### src/rtl/fifo_ctrl_pkg.sv
// -----------------------------------------------------------------------------
// fifo_ctrl_pkg
// Shared constants, helper function and operation encoding for the FIFO
// controller/arbiter slice (fifo_ctrl_arb, rr_arbiter) and its testbench.
//
// Contents:
//   FIFO_DEPTH_DEF / NUM_REQ_DEF : default parameter values
//   clog2_min1()                 : ceil(log2(n)) but never below 1, so that
//                                  index vectors always have at least one bit
//   fifo_op_e                    : per-cycle pointer/count update selector,
//                                  encoded as {pop_accepted, push_accepted}
// -----------------------------------------------------------------------------
package fifo_ctrl_pkg;

  localparam int FIFO_DEPTH_DEF = 16;
  localparam int NUM_REQ_DEF    = 4;

  // Encoding is {pop, push} so the enum can be built directly from the strobes.
  typedef enum logic [1:0] {
    OP_IDLE = 2'b00,
    OP_PUSH = 2'b01,
    OP_POP  = 2'b10,
    OP_BOTH = 2'b11
  } fifo_op_e;

  function automatic int clog2_min1(input int n);
    int r;
    r = $clog2(n);
    if (r < 1) begin
      r = 1;
    end
    return r;
  endfunction

endpackage

### src/rtl/rr_arbiter.sv
// -----------------------------------------------------------------------------
// rr_arbiter
// Round-robin arbiter with a registered "last granted" pointer. The grant is
// purely combinational: the search starts one past the last granted index,
// wraps modulo NUM_REQ and the first asserted request wins. The pointer only
// moves when a grant is actually issued (en=1 and some req set).
//
// Parameters:
//   NUM_REQ : number of requesters (2..8)
//   IW      : index width, derived from NUM_REQ (do not override)
//
// Ports:
//   clk     in   rising-edge clock
//   rst     in   asynchronous active-high reset (last grant -> NUM_REQ-1)
//   req     in   per-requester request vector
//   en      in   grant enable; when low no grant is issued and state holds
//   gnt     out  one-hot-or-zero grant vector
//   gnt_idx out  index of the granted requester (0 when no grant)
// -----------------------------------------------------------------------------
module rr_arbiter
  import fifo_ctrl_pkg::*;
#(
  parameter int NUM_REQ = NUM_REQ_DEF,
  parameter int IW      = clog2_min1(NUM_REQ)
) (
  input  logic               clk,
  input  logic               rst,
  input  logic [NUM_REQ-1:0] req,
  input  logic               en,
  output logic [NUM_REQ-1:0] gnt,
  output logic [IW-1:0]      gnt_idx
);

  logic [IW-1:0]      r_last_gnt;
  logic [NUM_REQ-1:0] w_gnt;
  logic [IW-1:0]      w_idx;
  logic               w_found;
  logic [IW-1:0]      w_cand;

  // Walk the requesters in priority order last+1, last+2, ... wrapping.
  // The offset runs to NUM_REQ inclusive so the last granted requester is
  // considered last, which is what makes the scheme fair.
  always_comb begin
    w_gnt   = '0;
    w_idx   = '0;
    w_found = 1'b0;
    w_cand  = '0;
    for (int i = 1; i <= NUM_REQ; i++) begin
      w_cand = IW'((int'(r_last_gnt) + i) % NUM_REQ);
      if (!w_found && req[w_cand]) begin
        w_found       = 1'b1;
        w_gnt[w_cand] = 1'b1;
        w_idx         = w_cand;
      end
    end
    if (!en) begin
      w_gnt = '0;
      w_idx = '0;
    end
  end

  assign gnt     = w_gnt;
  assign gnt_idx = w_idx;

  // Reset to NUM_REQ-1 so requester 0 is first in line.
  always_ff @(posedge clk or posedge rst) begin
    if (rst) begin
      r_last_gnt <= IW'(NUM_REQ - 1);
    end else if (|w_gnt) begin
      r_last_gnt <= w_idx;
    end
  end

endmodule

### src/rtl/fifo_ctrl_arb.sv
// -----------------------------------------------------------------------------
// fifo_ctrl_arb
// Controller and push-side arbiter for one shared synchronous FIFO RAM.
// NUM_REQ producers are round-robin arbitrated onto the single write port;
// pushes are blocked while full, pops are rejected while empty. The block owns
// the read/write pointers, the occupancy count and registered full/empty
// flags. The consumer drives pop directly.
//
// Optional feature: define FIFO_CTRL_ASSERT_EN to compile immediate
// assertions (grant one-hot, no push when full, no pop when empty, count
// range) checked at every rising edge outside reset. Without the macro no
// assertion code exists and behaviour is identical.
//
// Parameters:
//   NUM_REQ : producers sharing the push port (2..8)
//   DEPTH   : FIFO entries, power of 2, >= 2
//   AW      : pointer width, derived from DEPTH (do not override)
//
// Ports:
//   clk      in   rising-edge clock
//   rst      in   asynchronous active-high reset
//   req      in   per-producer push request (level, held until granted)
//   gnt      out  one-hot-or-zero grant; push accepted in the same cycle
//   wr_sel   out  granted producer index (RAM write-data mux select)
//   wr_en    out  RAM write strobe (|gnt)
//   wr_addr  out  RAM write address
//   pop      in   consumer pop request
//   rd_en    out  RAM read strobe (pop accepted)
//   rd_addr  out  RAM read address
//   flush    in   synchronous clear of FIFO contents
//   err_clr  in   synchronous clear of pop_err
//   full     out  registered, count == DEPTH
//   empty    out  registered, count == 0
//   count    out  occupancy 0..DEPTH
//   pop_err  out  sticky, set on pop while empty
// -----------------------------------------------------------------------------
module fifo_ctrl_arb
  import fifo_ctrl_pkg::*;
#(
  parameter int NUM_REQ = NUM_REQ_DEF,
  parameter int DEPTH   = FIFO_DEPTH_DEF,
  parameter int AW      = $clog2(DEPTH)
) (
  input  logic                          clk,
  input  logic                          rst,
  input  logic [NUM_REQ-1:0]            req,
  output logic [NUM_REQ-1:0]            gnt,
  output logic [clog2_min1(NUM_REQ)-1:0] wr_sel,
  output logic                          wr_en,
  output logic [AW-1:0]                 wr_addr,
  input  logic                          pop,
  output logic                          rd_en,
  output logic [AW-1:0]                 rd_addr,
  input  logic                          flush,
  input  logic                          err_clr,
  output logic                          full,
  output logic                          empty,
  output logic [AW:0]                   count,
  output logic                          pop_err
);

  localparam int          SW        = clog2_min1(NUM_REQ);
  localparam logic [AW:0] CNT_ONE   = (AW+1)'(1);
  localparam logic [AW:0] CNT_DEPTH = (AW+1)'(DEPTH);
  localparam logic [AW-1:0] PTR_ONE = AW'(1);

  logic [AW-1:0] r_wr_ptr;
  logic [AW-1:0] r_rd_ptr;
  logic [AW:0]   r_count;
  logic          r_full;
  logic          r_empty;
  logic          r_pop_err;

  logic               w_arb_en;
  logic [NUM_REQ-1:0] w_gnt;
  logic [SW-1:0]      w_gnt_idx;
  logic               w_push;
  logic               w_pop;
  fifo_op_e           w_op;
  logic [AW-1:0]      w_wr_ptr_next;
  logic [AW-1:0]      w_rd_ptr_next;
  logic [AW:0]        w_count_next;

  // No full-bypass: a pop in the same cycle does not open a slot for a push.
  // Flush also suppresses grants so nothing is written into a slot that is
  // about to be forgotten.
  assign w_arb_en = !r_full && !flush;

  rr_arbiter #(
    .NUM_REQ (NUM_REQ)
  ) u_rr_arbiter (
    .clk     (clk),
    .rst     (rst),
    .req     (req),
    .en      (w_arb_en),
    .gnt     (w_gnt),
    .gnt_idx (w_gnt_idx)
  );

  // A pop on an empty FIFO is refused even when a push lands in the same
  // cycle; the pushed entry only becomes readable next cycle.
  assign w_push = |w_gnt;
  assign w_pop  = pop && !r_empty && !flush;
  assign w_op   = fifo_op_e'({w_pop, w_push});

  always_comb begin
    w_wr_ptr_next = r_wr_ptr;
    w_rd_ptr_next = r_rd_ptr;
    w_count_next  = r_count;
    case (w_op)
      OP_PUSH: begin
        w_wr_ptr_next = r_wr_ptr + PTR_ONE;
        w_count_next  = r_count + CNT_ONE;
      end
      OP_POP: begin
        w_rd_ptr_next = r_rd_ptr + PTR_ONE;
        w_count_next  = r_count - CNT_ONE;
      end
      OP_BOTH: begin
        w_wr_ptr_next = r_wr_ptr + PTR_ONE;
        w_rd_ptr_next = r_rd_ptr + PTR_ONE;
      end
      default: begin
      end
    endcase
  end

  // Flags are computed from the next count so they change on the same edge
  // as count itself; they are never derived from pointer comparison.
  always_ff @(posedge clk or posedge rst) begin
    if (rst) begin
      r_wr_ptr <= '0;
      r_rd_ptr <= '0;
      r_count  <= '0;
      r_full   <= 1'b0;
      r_empty  <= 1'b1;
    end else if (flush) begin
      r_wr_ptr <= '0;
      r_rd_ptr <= '0;
      r_count  <= '0;
      r_full   <= 1'b0;
      r_empty  <= 1'b1;
    end else begin
      r_wr_ptr <= w_wr_ptr_next;
      r_rd_ptr <= w_rd_ptr_next;
      r_count  <= w_count_next;
      r_full   <= (w_count_next == CNT_DEPTH);
      r_empty  <= (w_count_next == '0);
    end
  end

  // Sticky pop error; a new violation takes precedence over a clear.
  // Flush leaves this flag alone.
  always_ff @(posedge clk or posedge rst) begin
    if (rst) begin
      r_pop_err <= 1'b0;
    end else if (pop && r_empty) begin
      r_pop_err <= 1'b1;
    end else if (err_clr) begin
      r_pop_err <= 1'b0;
    end
  end

  assign gnt     = w_gnt;
  assign wr_sel  = w_gnt_idx;
  assign wr_en   = w_push;
  assign wr_addr = r_wr_ptr;
  assign rd_en   = w_pop;
  assign rd_addr = r_rd_ptr;
  assign full    = r_full;
  assign empty   = r_empty;
  assign count   = r_count;
  assign pop_err = r_pop_err;

`ifdef FIFO_CTRL_ASSERT_EN
  always @(posedge clk) begin
    if (!rst) begin
      a_gnt_onehot: assert ($onehot0(gnt))
        else $error("[FAIL] a_gnt_onehot at %0t", $time);
      a_no_push_full: assert (!(wr_en && full))
        else $error("[FAIL] a_no_push_full at %0t", $time);
      a_no_pop_empty: assert (!(rd_en && empty))
        else $error("[FAIL] a_no_pop_empty at %0t", $time);
      a_count_range: assert (count <= CNT_DEPTH)
        else $error("[FAIL] a_count_range at %0t", $time);
    end
  end
`else
  // Assertion checks are compiled only when FIFO_CTRL_ASSERT_EN is defined.
`endif

endmodule

### config.mk
export PLATFORM = sky130hd
export DESIGN_NAME = fifo_ctrl_arb
export DESIGN_NICKNAME = d
export VERILOG_FILES = /design/src/rtl/fifo_ctrl_pkg.sv /design/src/rtl/rr_arbiter.sv /design/src/rtl/fifo_ctrl_arb.sv
export SDC_FILE = /design/constraint.sdc
export NUM_CORES = 1
export LEC_CHECK = 0
export BUFFER_PORTS_ARGS = -buffer_cell sky130_fd_sc_hd__buf_4
export CELL_PAD_IN_SITES_DETAIL_PLACEMENT = 2
export CELL_PAD_IN_SITES_GLOBAL_PLACEMENT = 2
export CORE_ASPECT_RATIO = 0.7
export CORE_MARGIN = 5
export CORE_UTILIZATION = 36
export CTS_BUF_LIST = sky130_fd_sc_hd__clkbuf_8 sky130_fd_sc_hd__clkbuf_16
export CTS_CLUSTER_SIZE = 24
export DETAILED_ROUTE_END_ITERATION = 10
export PLACE_DENSITY_LB_ADDON = 0.1
export SYNTH_ARGS = -nofsm -noshare
export SYNTH_HDL_FRONTEND = slang
export SYNTH_HIERARCHICAL = 1
export SYNTH_SLANG_ARGS = --single-unit
### constraint.sdc
create_clock -name clk -period 11.72 [get_ports clk]
set_input_delay 2.93 -clock clk [delete_from_list [all_inputs] [get_ports clk]]
set_output_delay 2.93 -clock clk [all_outputs]
set_load 0.005 [all_outputs]
==> qor.yml, run 1 <==
critical_path:
  worstPathRequired_ns: 8.79
  crit_type: "in2out"
  cp-start-kind: "primary input"
  crit_fanout: 12
  rrSetupSlack_ns: 5.87
  critPathCaptureType: "output port"
  reg2reg_from: "u_rr_arbiter/r_last_gnt[0]"
  timing.critical_path.arrival_ns: 5.69
  reg2reg_depth: 16
  timing.rr.end: "full"
logic_synthesis:
  syn_inst: 197
  avgSynthCellArea_um2: 8.968
  async_reset_ff_frac: 1.000
  synthDistinctLibCells: 63
  yosys_warnings: 6
  yosys.area.top_type: "dfrtp_1"
  synthTopCellsByCount: "15 x dfrtp_1, 15 x inv_1, 15 x nor2_1"
  synth_area_leaders: "dfrtp_1 21%, ha_1 9.2%, dfstp_2 4.5%, mux4_2 3.8%, o21ai_0 3.7%"
  synth_top_area_frac: 0.2125
  ys_ff_latch: 18
  dominantRegCellSynth: "dfrtp_1"
  syn_nets: 219
  synth_edf_count: 0
  seq_area_frac_synth: 0.2571
  syn_area_mm2: 0.001767
cts:
  cts_tree: "done"
  cts_setup_buffers: 0
  cts_buffers: 3
  cts.sinks: 18
  worstSkewPairLatency_ns: 0.27
  cts_buffer_depth: 2
  cts_root_buffer: "clkbuf_8"
  h-tree-depth: 1
  ctsResizeCount: 0
  clk_pin_slew_ns: 0.07
  hold_buffers: 0
route:
  post-route-drc-count: 0
  wire_per_inst_um: 19.21
  via_per_inst: 5.532
  vias: 1621
  drt_wl_total_mm: 5.628
  antenna_left: 0
  firstDrtPassIters: 4
  initialDrtViolationCount: 97
layout:
  area_growth_pct: 18.63
  layout-drive-gt1-share: 0.2589
  insertedDiodeCount: 0
  final_cells: 293
  final_util: 0.4407
  nets: 247
  final_area_mm2: 0.002096
timing:
  slew_headroom: 0.4856
  finClkSkew_ns: 0.01371
  fin_tns_setup_ns: 0
  fmax_mhz: 116.0
  finalHoldViolations: 0
  worst_pin_slew_ns: 0.7658
  slew_viol_final: 0
  rsz0062_at_grt: "false"
  finalCritPeriodShare: 0.7359
  setup_viol: 0
  period_needed_ns: 8.624
worst_hold_path:
  min_path_type: "reg2reg"
  min_path_cells: 2
  min_from: "pop_err"
  whs_endpoint: "pop_err"
pwr:
  p_sw_frac: 0.5084
  p_comb_frac: 0.697
  intPower_mw: 0.2793
  finalPower_mw: 0.5682
  switching_power_mw: 0.2889
  seq_power_share: 0.208
  p_leak_nw: 0.9527
  ir_drop_v: 0.00009170
  clkPwrFrac: 0.095
  powerDensity_mw_per_mm2: 271.1
outcome:
  status: "complete, no violations"
global_routing:
  antenna_found_initial: 0
  grt_pass1_vias: 1766
  grt_max_degree: 23
  grtUsageTotal: 0.1898
  overflow: 0
  grt_first_pass_wirelength_mm: 9.315
placed_design:
  portBuffers: 32
  dp.cells: 289
  placed_area_mm2: 0.002041
  place_congestion: 0.8258
  place_hpwl_mm: 4.368
die:
  die_area_mm2: 0.006431
  initial_core_util: 0.3715
  die_width_um: 93.73
  chipHeight_um: 68.61
  core_mm2: 0.004756
  io_pins: 33
  placementRows: 21
job:
  cap_violations: 0
[layout by cell type (no fill, tap or decap), types with 6 or more instances in the layout]
cell,netlist,routed
a21oi_1,12,12
buf_4,1,33
dfrtp_1,15,15
ha_1,13,13
inv_1,15,15
nand2_1,13,13
nor2_1,15,15
o21ai_0,13,13
xor2_1,6,6
[worst max-delay path by stage]
stage | start | to | cells past startpoint
after global routing | req[1] | wr_en | 9
after global placement | req[1] | wr_en | 9
final | req[1] | wr_en | 9
after detailed placement | req[1] | wr_en | 9
after floorplan | req[3] | wr_en | 8
after CTS | req[1] | wr_en | 9
[through the flow]
step	hold WS, ns	worst slack, ns
after floorplan	0.5173	4.088
after global placement	0.5118	3.317
after detailed placement	0.5232	3.127
after CTS	0.5368	3.096
after global routing	0.5543	2.869
final	0.5270	3.096
[worst max-delay path, cell delays in order]
cell	delay (ns)
buf_4	0.14
mux4_2	0.59
a21o_1	0.23
a21oi_1	0.19
a2bb2oi_1	0.20
nor2b_1	0.10
nor4_4	0.70
inv_1	0.37
buf_4	0.24
[layout make-up]
cell class | instances | area (um2)
Clock buffer | 4 | 55.05
Fill cell | 534 | 2660
Inverter | 16 | 65.06
Multi-Input combinational cell | 153 | 1187
Sequential cell | 18 | 454.2
Tap cell | 69 | 86.33
Timing Repair Buffer | 33 | 247.7
[cells by family (layout without fill, tap and decap cells)]
kind of cell,count (synthesis),in the layout,share of synthesized area
simple gates,64,64,0.2224
compound gates,60,60,0.2493
buf+inv,26,53,0.07082
flops,18,18,0.2571
fa+ha+maj,13,13,0.09207
mux,9,9,0.07365
xor+xnor,7,7,0.03470
[state kept, by name, summed over array words and instances, names as in the netlist]
name                     count
wr_addr                      4
full                         1
empty                        1
pop_err                      1
u_rr_arbiter/r_last_gnt      2
rd_addr                      4
count                        5
[per-layer routing]
layer	wire, um	vias to the layer above	global-route usage	share of wire
met2	2465	33	0.3139	0.44
met3	184	5	0.03905	0.033
met4	32	0	0.03423	0.0057
met5	0	-	0	0
met1	2944	807	0.2609	0.52
li1	-	776	-	-
[power by group through the flow]
stage	Clock [mW]	Sequential [mW]	Combinational (mW)
2_1_floorplan	0	0.103	0.288
3_3_place_gp	0	0.116	0.370
3_5_place_dp	0	0.118	0.392
4_1_cts	0.0567	0.118	0.396
5_1_grt	0.0597	0.122	0.437
6_report	0.0539	0.118	0.396
(Power assumes the default switching activity.)
==> run 2, diff against run 1 <==
Settings changed: CORE_UTILIZATION 36 to 34.
Clock period 11.72 ns to 8.6 ns, I/O delays scaled along.
==> run 2 against run 1 <==
  * Clock power grew 29%
  * Sequential power grew 36%
  * Highest routed layer unchanged
  * Register-to-register slack lost 3.1 ns
  * Cell count grew 1.0%
  * Via count grew 3.0%
  * Die area grew 5.1%
==> qor.yml, run 2 (synthesis results as in run 1) <==
die:
  die_area_mm2: 0.006761
  initial_core_util: 0.3432
  chipHeight_um: 70.31
  placementRows: 22
  core_mm2: 0.005147
  die_width_um: 96.16
  io_pins: 33
cts:
  cts_setup_buffers: 0
  h-tree-depth: 1
  cts.sinks: 18
  cts_tree: "done"
  cts_buffer_depth: 2
  clk_pin_slew_ns: 0.07
  cts_root_buffer: "clkbuf_8"
  cts_buffers: 3
  worstSkewPairLatency_ns: 0.25
  ctsResizeCount: 0
  hold_buffers: 0
pwr:
  finalPower_mw: 0.7647
  p_leak_nw: 0.9527
  powerDensity_mw_per_mm2: 364.2
  ir_drop_v: 0.0001360
route:
  via_per_inst: 5.642
  firstDrtPassIters: 4
  initialDrtViolationCount: 65
  post-route-drc-count: 0
  vias: 1670
  drt_wl_total_mm: 5.444
  antenna_left: 0
  wire_per_inst_um: 18.39
outcome:
  status: "complete, no violations"
job:
  cap_violations: 0
placed_design:
  place_hpwl_mm: 4.302
  portBuffers: 32
  place_congestion: 0.8650
layout:
  largest_register: "count"
  insertedDiodeCount: 0
  layout_common_cells: "33 x buf_4, 15 x inv_1, 15 x nor2_1, 15 x dfrtp_1"
  layout-drive-gt1-share: 0.2589
  nets: 247
  final_common_cell: "buf_4"
  area_growth_pct: 18.84
  largest_reg_flops: 5
timing:
  worst_pin_slew_ns: 0.7507
  finalCritPeriodShare: 0.8152
  finalHoldViolations: 0
  slew_headroom: 0.4958
  fmax_mhz: 142.6
  period_needed_ns: 7.010
  slew_viol_final: 0
  setup_viol: 0
  finClkSkew_ns: 0.002317
  rsz0062_at_grt: "false"
  fin_tns_setup_ns: 0
global_routing:
  grt_first_pass_wirelength_mm: 8.749
  grt_pass1_vias: 1724
  grt_max_degree: 23
  grtUsageTotal: 0.1652
  antenna_found_initial: 0
  overflow: 0
critical_path:
  reg2reg_from: "u_rr_arbiter/r_last_gnt[0]"
  timing.critical_path.arrival_ns: 4.86
  critPathCaptureType: "output port"
  max_stage_delay_ns: 0.69
  timing.rr.end: "full"
  cp-start-kind: "primary input"
  crit_fanout: 12
  rrSetupSlack_ns: 2.76
  cp_slowest_cell: "nor4_4"
  path_cells: "buf_4 -> mux4_2 -> a21o_1 -> a21oi_1 -> a2bb2oi_1 -> nor2b_1 -> nor4_4 -> inv_1 -> buf_4"
  crit_type: "in2out"
  crit_top_cell: "buf_4"
  worstPathRequired_ns: 6.45
  reg2reg_depth: 16
worst_hold_path:
  whs_endpoint: "pop_err"
  min_path_type: "reg2reg"
  min_from: "pop_err"
  min_path_cells: 2
==> run 2: cell counts in the layout (fill, tap and decap cells not counted) <==
No cell type changed its count.
==> run 2: how the worst max path moves through the flow <==
stage                      start  endpoint  depth (start not counted)
after floorplan           req[3]     wr_en                          8
after global placement    req[1]     wr_en                          9
after detailed placement  req[1]     wr_en                          9
after CTS                 req[1]     wr_en                          9
after global routing      req[1]     wr_en                          8
final                     req[1]     wr_en                          9
==> run 2: layer usage <==
| metal | track usage | share of wire |
|---|---|---|
| met4 | 0.03155 | 0.0057 |
| met1 | 0.2475 | 0.51 |
| met3 | 0.03552 | 0.063 |
| met2 | 0.2410 | 0.43 |
| met5 | 0 | 0 |
==> run 2: critical path, delay by kind of cell <==
family                 cells  cell delay, ns
AO/OA/AOI/OAI              3            0.59
buffers and inverters      3            0.73
multiplexers               1            0.59
AND/OR/NAND/NOR            2            0.79
==> run 2: where the power goes <==
group	internal, mW	switching [mW]	leakage (nW)
Combinational	0.227	0.307	0.689
Sequential	0.112	0.0482	0.235
Clock	0.0407	0.0290	0.0288
==> run 2: cell type report <==
| class | count | area [um2] |
|---|---|---|
| inverter | 16 | 65.06 |
| sequential | 18 | 454.2 |
| fill | 598 | 3048 |
| multi-input combinational | 153 | 1187 |
| clock buffer | 4 | 55.05 |
| timing repair buffer | 33 | 247.7 |
| tap | 72 | 90.09 |
==> run 2: per-stage QoR <==
| step | util | instances | instance area (um2) | hold slack [ns] | setup WS [ns] |
|---|---|---|---|---|---|
| finish | 0.4079 | 296 | 2100 | 0.5172 | 1.590 |
| global route | 0.4079 | 296 | 2100 | 0.5438 | 1.346 |
| CTS | 0.4079 | 296 | 2100 | 0.5282 | 1.570 |
| detailed placement | 0.3972 | 292 | 2044 | 0.5182 | 1.591 |
| global placement | 0.3972 | 292 | 2044 | 0.5099 | 1.696 |
| floorplan | - | 197 | 1767 | 0.5173 | 2.528 |
==> run 3, diff against run 2 <==
Clock period 8.6 ns to 7.05 ns, I/O delays scaled along.
==> run 3 against run 2 <==
  * Sequential share of layout area is 0.10 points higher
  * Setup slack got worse by 0.60 ns
  * Non-clock buffer count stayed put
  * Sequential power up 22%
  * Critical path depth increased by 1
  * Register-to-register slack got worse by 1.2 ns
  * Wire length rose by 3.5%
  * Core utilization fell by 0.19 points
  * Critical path type unchanged
==> qor.yml, run 3 (synthesis results as in run 1) <==
critical_path:
  max_stage_delay_ns: 0.85
  rrSetupSlack_ns: 1.52
  path_cells: "buf_4 -> and3b_1 -> a21oi_1 -> o41ai_1 -> nand2_1 -> a21boi_0 -> nor4_4 -> buf_4 -> inv_1 -> buf_4"
  timing.critical_path.arrival_ns: 4.30
  cp_slowest_cell: "o41ai_1"
  cp_num_buf_inv: 4
  crit_type: "in2out"
  crit_fanout: 12
  worstPathRequired_ns: 5.29
  critPathCaptureType: "output port"
  cp_top_family: "compound AO/OA/AOI/OAI gates"
  crit_top_cell: "buf_4"
  cp-start-kind: "primary input"
layout:
  largest_reg_flops: 5
  area_growth_pct: 18.27
  nets: 247
  seq_area_um2: 454.2
  n_fill_cell: 604
  insertedDiodeCount: 0
  multi_input_area_mm2: 0.001187
  final_common_cell: "buf_4"
  final_area_mm2: 0.002090
  final_util: 0.4059
  layout_common_cells: "33 x buf_4, 16 x inv_1, 15 x nor2_1, 15 x dfrtp_1"
  layout-drive-gt1-share: 0.2545
  final_cells: 296
  largest_register: "count"
timing:
  rsz0062_at_grt: "false"
  finalCritPeriodShare: 0.8595
  fmax_mhz: 165.0
  period_needed_ns: 6.060
  fin_tns_setup_ns: 0
  worst_pin_slew_ns: 1.055
  finClkSkew_ns: 0.007566
  slew_headroom: 0.2878
  setup_viol: 0
  finalHoldViolations: 0
  fin_ws_ns: 0.9903
  slew_viol_final: 0
cts:
  cts_buffers: 3
  cts_tree: "done"
  cts_root_buffer: "clkbuf_8"
  cts.sinks: 18
  ctsResizeCount: 0
  worstSkewPairLatency_ns: 0.26
  cts_setup_buffers: 0
  cts_buffer_depth: 2
  h-tree-depth: 1
  hold_buffers: 0
  clk_pin_slew_ns: 0.08
route:
  vias: 1626
  firstDrtPassIters: 4
  antenna_left: 0
  drt_wl_total_mm: 5.637
  wire_per_inst_um: 19.04
  post-route-drc-count: 0
  initialDrtViolationCount: 60
  via_per_inst: 5.493
worst_hold_path:
  min_path_type: "reg2reg"
placed_design:
  place_congestion: 0.7839
  pre_cts_slack_ns: 0.9717
  portBuffers: 32
  dp.cells: 292
  placed_area_mm2: 0.002044
  place_hpwl_mm: 4.406
die:
  placementRows: 22
  core_mm2: 0.005147
  io_pins: 33
  initial_core_util: 0.3432
  chipHeight_um: 70.31
  die_width_um: 96.16
  die_area_mm2: 0.006761
pwr:
  powerDensity_mw_per_mm2: 450.7
  ir_drop_v: 0.0001576
  p_leak_nw: 0.9503
global_routing:
  grtUsageTotal: 0.1793
  grt_max_degree: 23
  grt_first_pass_wirelength_mm: 9.384
  overflow: 0
  antenna_found_initial: 0
  grt_pass1_vias: 1758
job:
  cap_violations: 0
outcome:
  status: "complete, no violations"
[run 3: cell count changes in the layout (fill, tap and decap cells not counted), sizes merged]
| cell | previous run | this run |
|---|---|---|
| clkbuf | 4 | 3 |
| inv | 15 | 16 |
[run 3: final timing paths]
check | startpoint | endpoint | cells after the start
setup / recovery | req[2] | wr_en | 10
hold / removal | pop_err | pop_err | 2
setup reg to reg | u_rr_arbiter/r_last_gnt[0] | empty | 17
hold reg to reg | pop_err | pop_err | 2
max in group asynchronous | rst | wr_addr[3] | 2
min in group asynchronous | rst | u_rr_arbiter/r_last_gnt[0] | 2
[run 3: layer usage]
metal / routed length, um / GRT usage / vias up
met2: 2463 / 0.2708 / 32
li1: - / - / 780
met4: 42 / 0.03470 / 0
met5: 0 / 0 / -
met1: 2921 / 0.2639 / 808
met3: 210 / 0.03337 / 6
[run 3: worst reg2reg max path, stage by stage (launching register included)]
cell,delay (ns)
dfstp_2,0.81
inv_1,0.19
ha_1,0.55
mux4_2,0.63
a21o_1,0.21
a22oi_1,0.22
a21boi_0,0.24
nor4_4,0.31
buf_4,0.24
inv_1,0.19
nor2_4,0.21
xor2_1,0.10
ha_1,0.20
a21o_1,0.17
nor4_1,0.30
nor3_1,0.12
nand3b_1,0.27
o41ai_1,0.43
[run 3: cell type report]
| class | instances | share of cell area |
|---|---|---|
| multi-input combinational | 153 | 0.5683 |
| sequential | 18 | 0.2174 |
| timing repair buffer | 33 | 0.1186 |
| tap | 72 | 0.04311 |
| inverter | 16 | 0.03114 |
| clock buffer | 3 | 0.01976 |
| clock inverter | 1 | 0.001796 |
[run 3: per-stage QoR]
step / hold slack [ns] / total power [mW]
after floorplan: 0.5173 / 0.6508
after global placement: 0.5089 / 0.8253
after detailed placement: 0.5344 / 0.8621
after CTS: 0.5443 / 0.9454
after global routing: 0.5999 / 1.032
final: 0.5357 / 0.9417
[run 3: where the power goes]
part	internal [mW]	leakage (nW)	switching (mW)
registers	0.137	0.235	0.0598
logic	0.285	0.688	0.384
clock network	0.0388	0.0269	0.0377
total	0.461	0.950	0.481
